**src/rtl/pipe_ctrl_pkg.sv**
```systemverilog
// pipe_ctrl_pkg
// Shared definitions for the yadan pipeline sequencer: stage bit indices,
// the sequencer state encoding and the per-request stall/flush vectors.
// Bit k of every stage vector is the register feeding stage k:
//   0 pc, 1 if_id, 2 id_ex, 3 ex_mem, 4 mem_wb.
package pipe_ctrl_pkg;

  localparam int NUM_STG    = 5;
  localparam int STG_PC     = 0;
  localparam int STG_IF_ID  = 1;
  localparam int STG_ID_EX  = 2;
  localparam int STG_EX_MEM = 3;
  localparam int STG_WB     = 4;

  typedef logic [NUM_STG-1:0] stg_vec_t;

  typedef enum logic {
    PC_RUN   = 1'b0,
    PC_DRAIN = 1'b1
  } pc_state_t;

  // A stall request holds its own stage and everything upstream, and
  // injects a bubble into the first stage downstream of the hold.
  localparam stg_vec_t STALL_MEM = 5'b01111;
  localparam stg_vec_t FLUSH_MEM = 5'b10000;
  localparam stg_vec_t STALL_EX  = 5'b00111;
  localparam stg_vec_t FLUSH_EX  = 5'b01000;
  localparam stg_vec_t STALL_ID  = 5'b00011;
  localparam stg_vec_t FLUSH_ID  = 5'b00100;
  localparam stg_vec_t STALL_PC  = 5'b00001;
  // A taken branch squashes the two younger wrong-path instructions.
  localparam stg_vec_t FLUSH_BR  = 5'b00110;
  localparam stg_vec_t FLUSH_ALL = 5'b11111;

endpackage

```
**src/rtl/pipe_drain_timer.sv**
```systemverilog
// pipe_drain_timer
// Counts cycles spent waiting in DRAIN and raises a sticky error flag when
// the wait reaches LIMIT cycles.
// Ports:
//   clk, rst  clock and synchronous active-high reset
//   clr       restart the count (entering DRAIN)
//   en        one more cycle waited without the fetch completing
//   expire    this is the LIMIT-th waited cycle; the owner must force an exit
//   sticky    set by an expired wait, cleared only by rst
module pipe_drain_timer #(
  parameter int LIMIT = 255
) (
  input  logic clk,
  input  logic rst,
  input  logic clr,
  input  logic en,
  output logic expire,
  output logic sticky
);

  localparam int CNT_W = $clog2(LIMIT + 1);

  logic [CNT_W-1:0] cnt_q;
  logic             sticky_q;

  // Purely registered so the owner's combinational logic can consume it
  // without a loop back through en.
  assign expire = (cnt_q == CNT_W'(LIMIT - 1));
  assign sticky = sticky_q;

  // NOTE: sequential state uses non-blocking assignments only, so every
  // flop samples pre-edge values regardless of block evaluation order.
  always_ff @(posedge clk) begin
    if (rst) begin
      cnt_q    <= '0;
      sticky_q <= 1'b0;
    end else begin
      if (clr) begin
        cnt_q <= '0;
      end else if (en) begin
        cnt_q <= cnt_q + 1'b1;
      end
      if (en && expire) begin
        sticky_q <= 1'b1;
      end
    end
  end

endmodule

```
**src/rtl/pipe_ctrl.sv**
```systemverilog
// pipe_ctrl
// Pipeline sequencer: merges per-stage stall requests, the EX branch
// decision and the instruction-bus handshake into per-stage hold and
// bubble vectors, and owns the PC redirect. A branch resolving while a
// wrong-path fetch is still outstanding enters DRAIN until the fetch
// completes (or DRAIN_TIMEOUT cycles pass), then redirects.
// Ports:
//   clk, rst           clock, synchronous active-high reset
//   ex_branch_flag_i   taken branch/jump resolved in EX
//   ex_branch_addr_i   branch target
//   ifetch_ready_i     instruction bus data phase completes this cycle
//   id/ex/mem_stallreq_i  stall requests from ID, EX, MEM
//   stalled_o          hold per stage (bit0 pc .. bit4 mem_wb)
//   flush_o            bubble per stage, same order
//   pc_redirect_o      pc loads redirect_addr_o this cycle
//   redirect_addr_o    redirect target
//   fetch_timeout_o    sticky DRAIN-timeout error flag
module pipe_ctrl
  import pipe_ctrl_pkg::*;
#(
  parameter int DRAIN_TIMEOUT = 255
) (
  input  logic        clk,
  input  logic        rst,
  input  logic        ex_branch_flag_i,
  input  logic [31:0] ex_branch_addr_i,
  input  logic        ifetch_ready_i,
  input  logic        id_stallreq_i,
  input  logic        ex_stallreq_i,
  input  logic        mem_stallreq_i,
  output logic [4:0]  stalled_o,
  output logic [4:0]  flush_o,
  output logic        pc_redirect_o,
  output logic [31:0] redirect_addr_o,
  output logic        fetch_timeout_o
);

  pc_state_t   state_q, state_d;
  logic [31:0] tgt_q;
  logic        load_tgt;
  logic        timer_clr, timer_en, timer_expire, timer_sticky;

  pipe_drain_timer #(.LIMIT(DRAIN_TIMEOUT)) u_timer (
    .clk    (clk),
    .rst    (rst),
    .clr    (timer_clr),
    .en     (timer_en),
    .expire (timer_expire),
    .sticky (timer_sticky)
  );

  always_ff @(posedge clk) begin
    if (rst) begin
      state_q <= PC_RUN;
      tgt_q   <= '0;
    end else begin
      state_q <= state_d;
      if (load_tgt) begin
        tgt_q <= ex_branch_addr_i;
      end
    end
  end

  // NOTE: every output of this block is given a default first, so no path
  // through the case/if tree can leave one unassigned and infer a latch.
  always_comb begin
    state_d         = state_q;
    stalled_o       = '0;
    flush_o         = '0;
    pc_redirect_o   = 1'b0;
    redirect_addr_o = ex_branch_addr_i;
    load_tgt        = 1'b0;
    timer_clr       = 1'b0;
    timer_en        = 1'b0;

    if (rst) begin
      // Everything bubbles while in reset; a redirect pending in DRAIN is
      // simply dropped.
      flush_o         = FLUSH_ALL;
      redirect_addr_o = '0;
    end else begin
      unique case (state_q)
        PC_RUN: begin
          if (mem_stallreq_i) begin
            // EX is frozen, so a branch there is simply re-presented later.
            stalled_o = STALL_MEM;
            flush_o   = FLUSH_MEM;
          end else if (ex_stallreq_i) begin
            stalled_o = STALL_EX;
            flush_o   = FLUSH_EX;
          end else if (ex_branch_flag_i) begin
            // Outranks id_stallreq: the load-use sits on the wrong path.
            flush_o = FLUSH_BR;
            if (ifetch_ready_i) begin
              pc_redirect_o = 1'b1;
            end else begin
              // The bus still owes a wrong-path fetch; hold the pc until it
              // lands and remember where to go.
              stalled_o = STALL_PC;
              load_tgt  = 1'b1;
              timer_clr = 1'b1;
              state_d   = PC_DRAIN;
            end
          end else if (id_stallreq_i) begin
            stalled_o = STALL_ID;
            flush_o   = FLUSH_ID;
          end
        end

        PC_DRAIN: begin
          redirect_addr_o           = tgt_q;
          stalled_o[STG_PC]         = 1'b1;
          flush_o[STG_IF_ID]        = 1'b1;
          if (mem_stallreq_i) begin
            stalled_o = stalled_o | STALL_MEM;
            flush_o   = flush_o | FLUSH_MEM;
          end
          if (ex_stallreq_i) begin
            stalled_o = stalled_o | STALL_EX;
            flush_o   = flush_o | FLUSH_EX;
          end
          // A held stage must not also bubble. if_id has carried only
          // zeros since the branch, so holding it discards a returning
          // wrong-path word just as well as flushing it.
          flush_o = flush_o & ~stalled_o;

          if (ifetch_ready_i) begin
            pc_redirect_o = 1'b1;
            state_d       = PC_RUN;
          end else begin
            timer_en = 1'b1;
            if (timer_expire) begin
              pc_redirect_o = 1'b1;
              state_d       = PC_RUN;
            end
          end
        end

        default: state_d = PC_RUN;
      endcase
    end
  end

  assign fetch_timeout_o = rst ? 1'b0 : timer_sticky;

endmodule
```
**config.mk**
```make
export PLATFORM = sky130hd
export DESIGN_NAME = pipe_ctrl
export DESIGN_NICKNAME = d
export VERILOG_FILES = /design/src/rtl/pipe_ctrl_pkg.sv /design/src/rtl/pipe_drain_timer.sv /design/src/rtl/pipe_ctrl.sv
export SDC_FILE = /design/constraint.sdc
export NUM_CORES = 1
export LEC_CHECK = 0
export BUFFER_PORTS_ARGS = -buffer_cell sky130_fd_sc_hd__clkbuf_2
export CORE_UTILIZATION = 45
export CTS_CLUSTER_SIZE = 30
export DETAILED_ROUTE_END_ITERATION = 8
export PLACE_DENSITY = 0.75
export SLEW_MARGIN = 20
export SYNTH_ARGS = -nofsm -noshare
export SYNTH_HDL_FRONTEND = slang
export SYNTH_SLANG_ARGS = --single-unit
```
**constraint.sdc**
```tcl
create_clock -name clk -period 1.7 [get_ports clk]
set_input_delay 0.085 -clock clk [delete_from_list [all_inputs] [get_ports clk]]
set_output_delay 0.085 -clock clk [all_outputs]
set_load 0.02 [all_outputs]
```
Word-level counts from Yosys, hierarchy flattened
Index checks and enable logic that the tools add are counted.
{ "op_classes": {"n_reduce_logical": 2, "order_cmp": 0, "n_mux": 43, "eq_ne": 1, "div_mod_pow": 0, "bitwise_logic": 3, "n_shift": 0, "n_mul": 0, "add_sub_neg": 1} }
{ "ops": {"columns": ["cell", "count"], "rows": [
  ["32-bit two-way mux", 2],
  ["5-bit two-way mux", 11],
  ["5-bit case mux with 2 select lines", 2],
  ["1-bit two-way mux", 19],
  ["4-bit two-way mux", 3],
  ["3-bit two-way mux", 3],
  ["8-bit by 1-bit adder with 8-bit output, second input constant", 1],
  ["8-bit equality test, second input constant", 1],
  ["5-bit AND", 1],
  ["5-bit NOT", 1],
  ["1-bit case mux with 2 select lines", 2],
  ["2-bit two-way mux", 1],
  ["2-bit OR reduction", 1],
  ["1-bit logical AND", 1],
  ["1-bit NOT", 1]
]} }
{ "totals": {"n_memories": 0, "elab_cells": 54, "out_inout_bits": 44, "mem_bits_rw": 0, "latchBits": 0, "in_bits": 39, "ff_bits": 42, "romBits": 0} }

Longest topological paths before layout
{ "depth": {"ltp_word": 8, "ltp_mapped": 5, "ltp_nobuf": 5} }

Cells and area by module
Synthesis repeated with hierarchy kept, for this count alone.
{ "unflattened": {"cells_unflattened": 289, "area_unflattened_um2": 2376.0} }
{ "modules_own_cells": {"columns": ["mod", "cells_per_inst", "area_each_um2", "seq_area_each_um2", "n_inst"], "rows": [
  ["pipe_ctrl", 243, 1965.6, 660.6, 1],
  ["pipe_drain_timer", 46, 410.4, 180.2, 1]
]} }

Worst setup path before layout
No wires, ideal clock.
{ "synth_timing": {"path_kind": "register to output", "startpoint": "reg u_timer.cnt_q[0]", "endpoint": "out pc_redirect_o", "path_stages_with_launch": 6, "t_required_ns": 1.615, "path_slack_ns": 0.123, "path_buffers": 0, "arrival_time_ns": 1.492, "path_cell_list": "dfxtp_1 -> inv_1 -> ha_1 -> nand3_1 -> or2_2 -> a311oi_1"} }
{ "synth_via": {"elab_chain_len": 5} }
{ "synth_rtl": {"columns": ["element", "line_no", "rtl"], "rows": [
  ["start, declared", "pipe_drain_timer.sv:23", "logic [CNT_W-1:0] cnt_q;"],
  ["start signal, assigned", "pipe_drain_timer.sv:41", "cnt_q <= cnt_q + 1'b1;"],
  ["8-bit equality test", "pipe_drain_timer.sv:28", "assign expire = (cnt_q == CNT_W'(LIMIT - 1));"],
  ["1-bit two-way mux", "pipe_ctrl.sv:132", "if (timer_expire) begin"],
  ["1-bit two-way mux", "pipe_ctrl.sv:127", "if (ifetch_ready_i) begin"],
  ["1-bit case mux with 2 select lines", "pipe_ctrl.sv:82", "unique case (state_q)"],
  ["1-bit two-way mux", "pipe_ctrl.sv:76", "if (rst) begin"],
  ["end, declared", "pipe_ctrl.sv:33", "output logic pc_redirect_o,"]
]} }
Every way passes these cells.

Final worst setup path
Ends and elaborated chain as after synthesis.

==> results.toml <==
[worst_setup_path]
worst-r2r-setup-slack_ns = 0.16
worst-r2r-cell-count = 4
crit-reg2reg-launch = "state_q$_SDFF_PP0_"
worst_setup_path_endpoint = "pc_redirect_o"
endpoint_of_the_worst_register_to_register_path = "tgt_q[3]$_SDFFE_PP0P_"
end_kind = "output pin"
path_max_fanout = 3
worstPathArrival_ns = 1.61
timing_worst_setup_path_type = "reg2out"
startpoint_type = "flip-flop"
required_ns = 1.62
startpoint = "u_timer.cnt_q[0]$_SDFFE_PP0P_"

[power_and_ir_drop]
cellPowerDensity_mw_per_mm2 = 794
static-leakage-power_nw = 1.19
p_seq_share_pct = 46.3
comb_power_share_pct = 16.6
fin_total_pwr_mw = 2.18
clkPwrFrac_pct = 37.1
power_report.internal_total_mw = 1.61
irDropWorstVdd_mv = 0.385
p_sw_mw = 0.562
sw_frac_of_total_pct = 25.8

[floorplan]
boundaryPins = 83
num_rows = 24
chipHeight_um = 69.2
die_area_mm2 = 0.00479
width_of_the_die_um = 69.2
core_region_area_mm2 = 0.00435
initial_core_util_pct = 46.6

[synthesis]
syn-instance-count = 219
syn_nets = 260
post_synth_num_cell_types = 37
synth.yosys.warnings = 0
synth_sequential_area_ratio_pct = 41.4
ys_ff_latch = 42
avgSynthCellArea_um2 = 9.27
synth.cell_area_mm2 = 0.00203

[final_layout]
drive_above_1_share_pct = 37.8
area_occupied_by_multi_input_gates_mm2 = 0.00112
finalNetCount = 345
nFillCells = 374
syn_to_final_growth_pct = 34.9
diodes = 0
seqCellArea_um2 = 848

[timing]
final-max-slew-violation-count = 0
final_critical_path_setup_slack_ns = 0.00761
totalNegativeSetupSlack_ns = 0
final_period_minus_worst_setup_slack_ns = 1.69
fmax_ghz = 0.591
timing.final.crit_share_pct = 99.6
worst_hold_slack_ns = 0.0182
finalClockSkew_ns = 0.00385
finalSetupViolCount = 0
grt_setup_unrepaired = "yes"
hold_viol_final = 0

[placed_design]
io_buffers = 81
detailedPlace.worstSlack_ns = 0.180
gp_congestion = 0.854
detailed_place_hpwl_um = 3230

[clock_tree]
cts_max_level = 2
cts-buffers-inserted = 5
ctsLongestPathBuffers = 2
clock_latency_ns = 0.29
cts_tree = "yes"
cts-root-buf = "sky130_fd_sc_hd__clkbuf_8"
worst_setup_hold_path_clk_slew_ns = 0.08
tritoncts_num_sinks = 42

[min_path]
min_path_type = "in2reg"
hold_path_startpoint = "ex_branch_addr_i[2]"

[routing]
drt_iter0_drc = 145
via_count = 1941
wl_um = 4890
routed_wire_length_per_instance_um = 13.7
dr.pass1.iters = 4
drt_drc_violations_left = 0
number_of_vias_per_cell = 5.45
remaining_number_of_nets_flagged_by_the_antenna_check_after_routing = 0

[grt]
overflow = 0
grt_first_pass_wirelength_um = 7800
antenna_found_initial = 0
gr-usage-all-layers_pct = 20.2
first_global_vias = 1678
grt_start_max_net_pins = 46

[run_status]
outcome = "finished clean"

[run]
drv.max_cap_violation_count = 0
-- Yosys cell counts --
cell type / count / area (um^2)
sky130_fd_sc_hd__dfxtp_1: 42 / 841
sky130_fd_sc_hd__nor2_1: 38 / 143
sky130_fd_sc_hd__a22o_1: 32 / 280
sky130_fd_sc_hd__mux2i_1: 32 / 320
sky130_fd_sc_hd__clkbuf_1: 8 / 30.0
sky130_fd_sc_hd__nand2_1: 8 / 30.0
sky130_fd_sc_hd__a21oi_1: 7 / 35.0
sky130_fd_sc_hd__buf_2: 7 / 35.0
sky130_fd_sc_hd__o21ai_0: 5 / 25.0
sky130_fd_sc_hd__inv_1: 3 / 11.3
sky130_fd_sc_hd__o31ai_1: 3 / 22.5
sky130_fd_sc_hd__or3_1: 3 / 18.8
sky130_fd_sc_hd__a21o_1: 2 / 15.0
sky130_fd_sc_hd__a31oi_1: 2 / 12.5
sky130_fd_sc_hd__buf_4: 2 / 15.0
sky130_fd_sc_hd__ha_1: 2 / 25.0
sky130_fd_sc_hd__nand3_1: 2 / 10.0
sky130_fd_sc_hd__nand4_1: 2 / 12.5
sky130_fd_sc_hd__a211oi_1: 1 / 7.51
sky130_fd_sc_hd__a21oi_2: 1 / 8.76
sky130_fd_sc_hd__a311oi_1: 1 / 8.76
sky130_fd_sc_hd__buf_6: 1 / 11.3
sky130_fd_sc_hd__conb_1: 1 / 3.75
sky130_fd_sc_hd__inv_2: 1 / 3.75
sky130_fd_sc_hd__nand4bb_1: 1 / 11.3
sky130_fd_sc_hd__nor2b_1: 1 / 6.26
sky130_fd_sc_hd__nor3_1: 1 / 5.00
sky130_fd_sc_hd__nor3_2: 1 / 10.0
sky130_fd_sc_hd__nor3b_1: 1 / 7.51
sky130_fd_sc_hd__o21ai_1: 1 / 5.00
sky130_fd_sc_hd__o21bai_1: 1 / 7.51
sky130_fd_sc_hd__or2_2: 1 / 6.26
sky130_fd_sc_hd__or3b_1: 1 / 8.76
sky130_fd_sc_hd__or4_1: 1 / 7.51
sky130_fd_sc_hd__or4_4: 1 / 11.3
sky130_fd_sc_hd__or4b_1: 1 / 10.0
sky130_fd_sc_hd__xor2_1: 1 / 8.76
-- layer usage --
metal	vias up	part of all wire [%]	track usage (%)
li1	962	-	-
met1	898	47	26.3
met2	75	46	31.3
met3	6	5.4	6.25
met4	0	0.98	7.48
met5	-	0	0
-- layout by cell type (no fill, tap or decap), types with 2 or more instances in the layout --
| master | Yosys | final |
|---|---|---|
| sky130_fd_sc_hd__o31ai_1 | 3 | 3 |
| sky130_fd_sc_hd__mux2i_1 | 32 | 32 |
| sky130_fd_sc_hd__nand2_1 | 8 | 8 |
| sky130_fd_sc_hd__buf_12 | 0 | 4 |
| sky130_fd_sc_hd__o21ai_0 | 5 | 5 |
| sky130_fd_sc_hd__clkbuf_2 | 0 | 80 |
| sky130_fd_sc_hd__nand4_1 | 2 | 2 |
| sky130_fd_sc_hd__inv_1 | 3 | 2 |
| sky130_fd_sc_hd__dfxtp_2 | 0 | 3 |
| sky130_fd_sc_hd__inv_2 | 1 | 2 |
| sky130_fd_sc_hd__a21oi_1 | 7 | 7 |
| sky130_fd_sc_hd__a21o_1 | 2 | 2 |
| sky130_fd_sc_hd__a22o_1 | 32 | 32 |
| sky130_fd_sc_hd__clkbuf_8 | 0 | 6 |
| sky130_fd_sc_hd__or3_1 | 3 | 3 |
| sky130_fd_sc_hd__dfxtp_1 | 42 | 38 |
| sky130_fd_sc_hd__buf_4 | 2 | 10 |
| sky130_fd_sc_hd__nor2_1 | 38 | 38 |
| sky130_fd_sc_hd__dlygate4sd3_1 | 0 | 2 |
-- through the flow --
stage	instances	instance area [um^2]	utilization [%]
3_5_place_dp	345	2540	58.4
2_1_floorplan	219	2030	-
3_3_place_gp	345	2540	58.4
6_report	356	2740	62.9
4_1_cts	352	2680	61.4
5_1_grt	356	2740	62.9
-- cell type report --
cell class / instances / area share (%)
Multi-Input combinational cell: 155 / 41.0
Sequential cell: 42 / 31.0
Timing Repair Buffer: 96 / 21.0
Clock buffer: 6 / 3.02
Tap cell: 52 / 2.38
Clock inverter: 1 / 1.10
Inverter: 4 / 0.548
-- worst min-delay path by stage --
stage	end	slack, ns	cells after the start
floorplan	tgt_q[0]$_SDFFE_PP0P_	0.21	1
global placement	tgt_q[5]$_SDFFE_PP0P_	0.31	2
detailed placement	tgt_q[8]$_SDFFE_PP0P_	0.32	2
CTS	tgt_q[2]$_SDFFE_PP0P_	0.01	2
global route	tgt_q[10]$_SDFFE_PP0P_	0.0007	2
finish	tgt_q[2]$_SDFFE_PP0P_	0.02	2
-- timing repair --
item	in CTS	in global routing
gates resized for setup	7	8
setup endpoints to repair	25	24
setup buffers	0	2
hold buffers	0	2
endpoints found under the hold margin	0	2
pin swaps	1	4
-- sequential cells by signal, summed over array words and instances, names as in the netlist --
| name | flops |
|---|---|
| u_timer.cnt_q | 8 |
| u_timer.sticky | 1 |
| state_q | 1 |
| tgt_q | 32 |
-- logic make-up (layout without fill, tap and decap cells) --
group           Yosys count  count (layout)  synth area share [%]
simple gates             63              63                  14.7
mux                      32              32                  15.8
xor+xnor                  1               1                 0.431
compound gates           56              56                  21.1
flops                    42              42                  41.4
other cells               1               1                 0.185
fa+ha+maj                 2               2                  1.23
buf+inv                  22             107                  5.24
-- critical path, stage by stage, from the launching register on --
cell	delay, ns
sky130_fd_sc_hd__dfxtp_2	0.34
sky130_fd_sc_hd__inv_2	0.07
sky130_fd_sc_hd__ha_4	0.12
sky130_fd_sc_hd__nand3_2	0.07
sky130_fd_sc_hd__or2_4	0.28
sky130_fd_sc_hd__a311oi_2	0.26
sky130_fd_sc_hd__buf_4	0.18
-- power by group through the flow --
| stage | logic (mW) | clock network [mW] | registers, mW |
|---|---|---|---|
| after floorplan | 0.206 | 0 | 1.03 |
| after CTS | 0.357 | 0.818 | 1.01 |
| after detailed placement | 0.354 | 0 | 1.03 |
| after global placement | 0.351 | 0 | 1.03 |
| after global routing | 0.392 | 0.872 | 1.01 |
| final | 0.362 | 0.806 | 1.01 |
No activity file was read; power rests on OpenSTA's default activity.
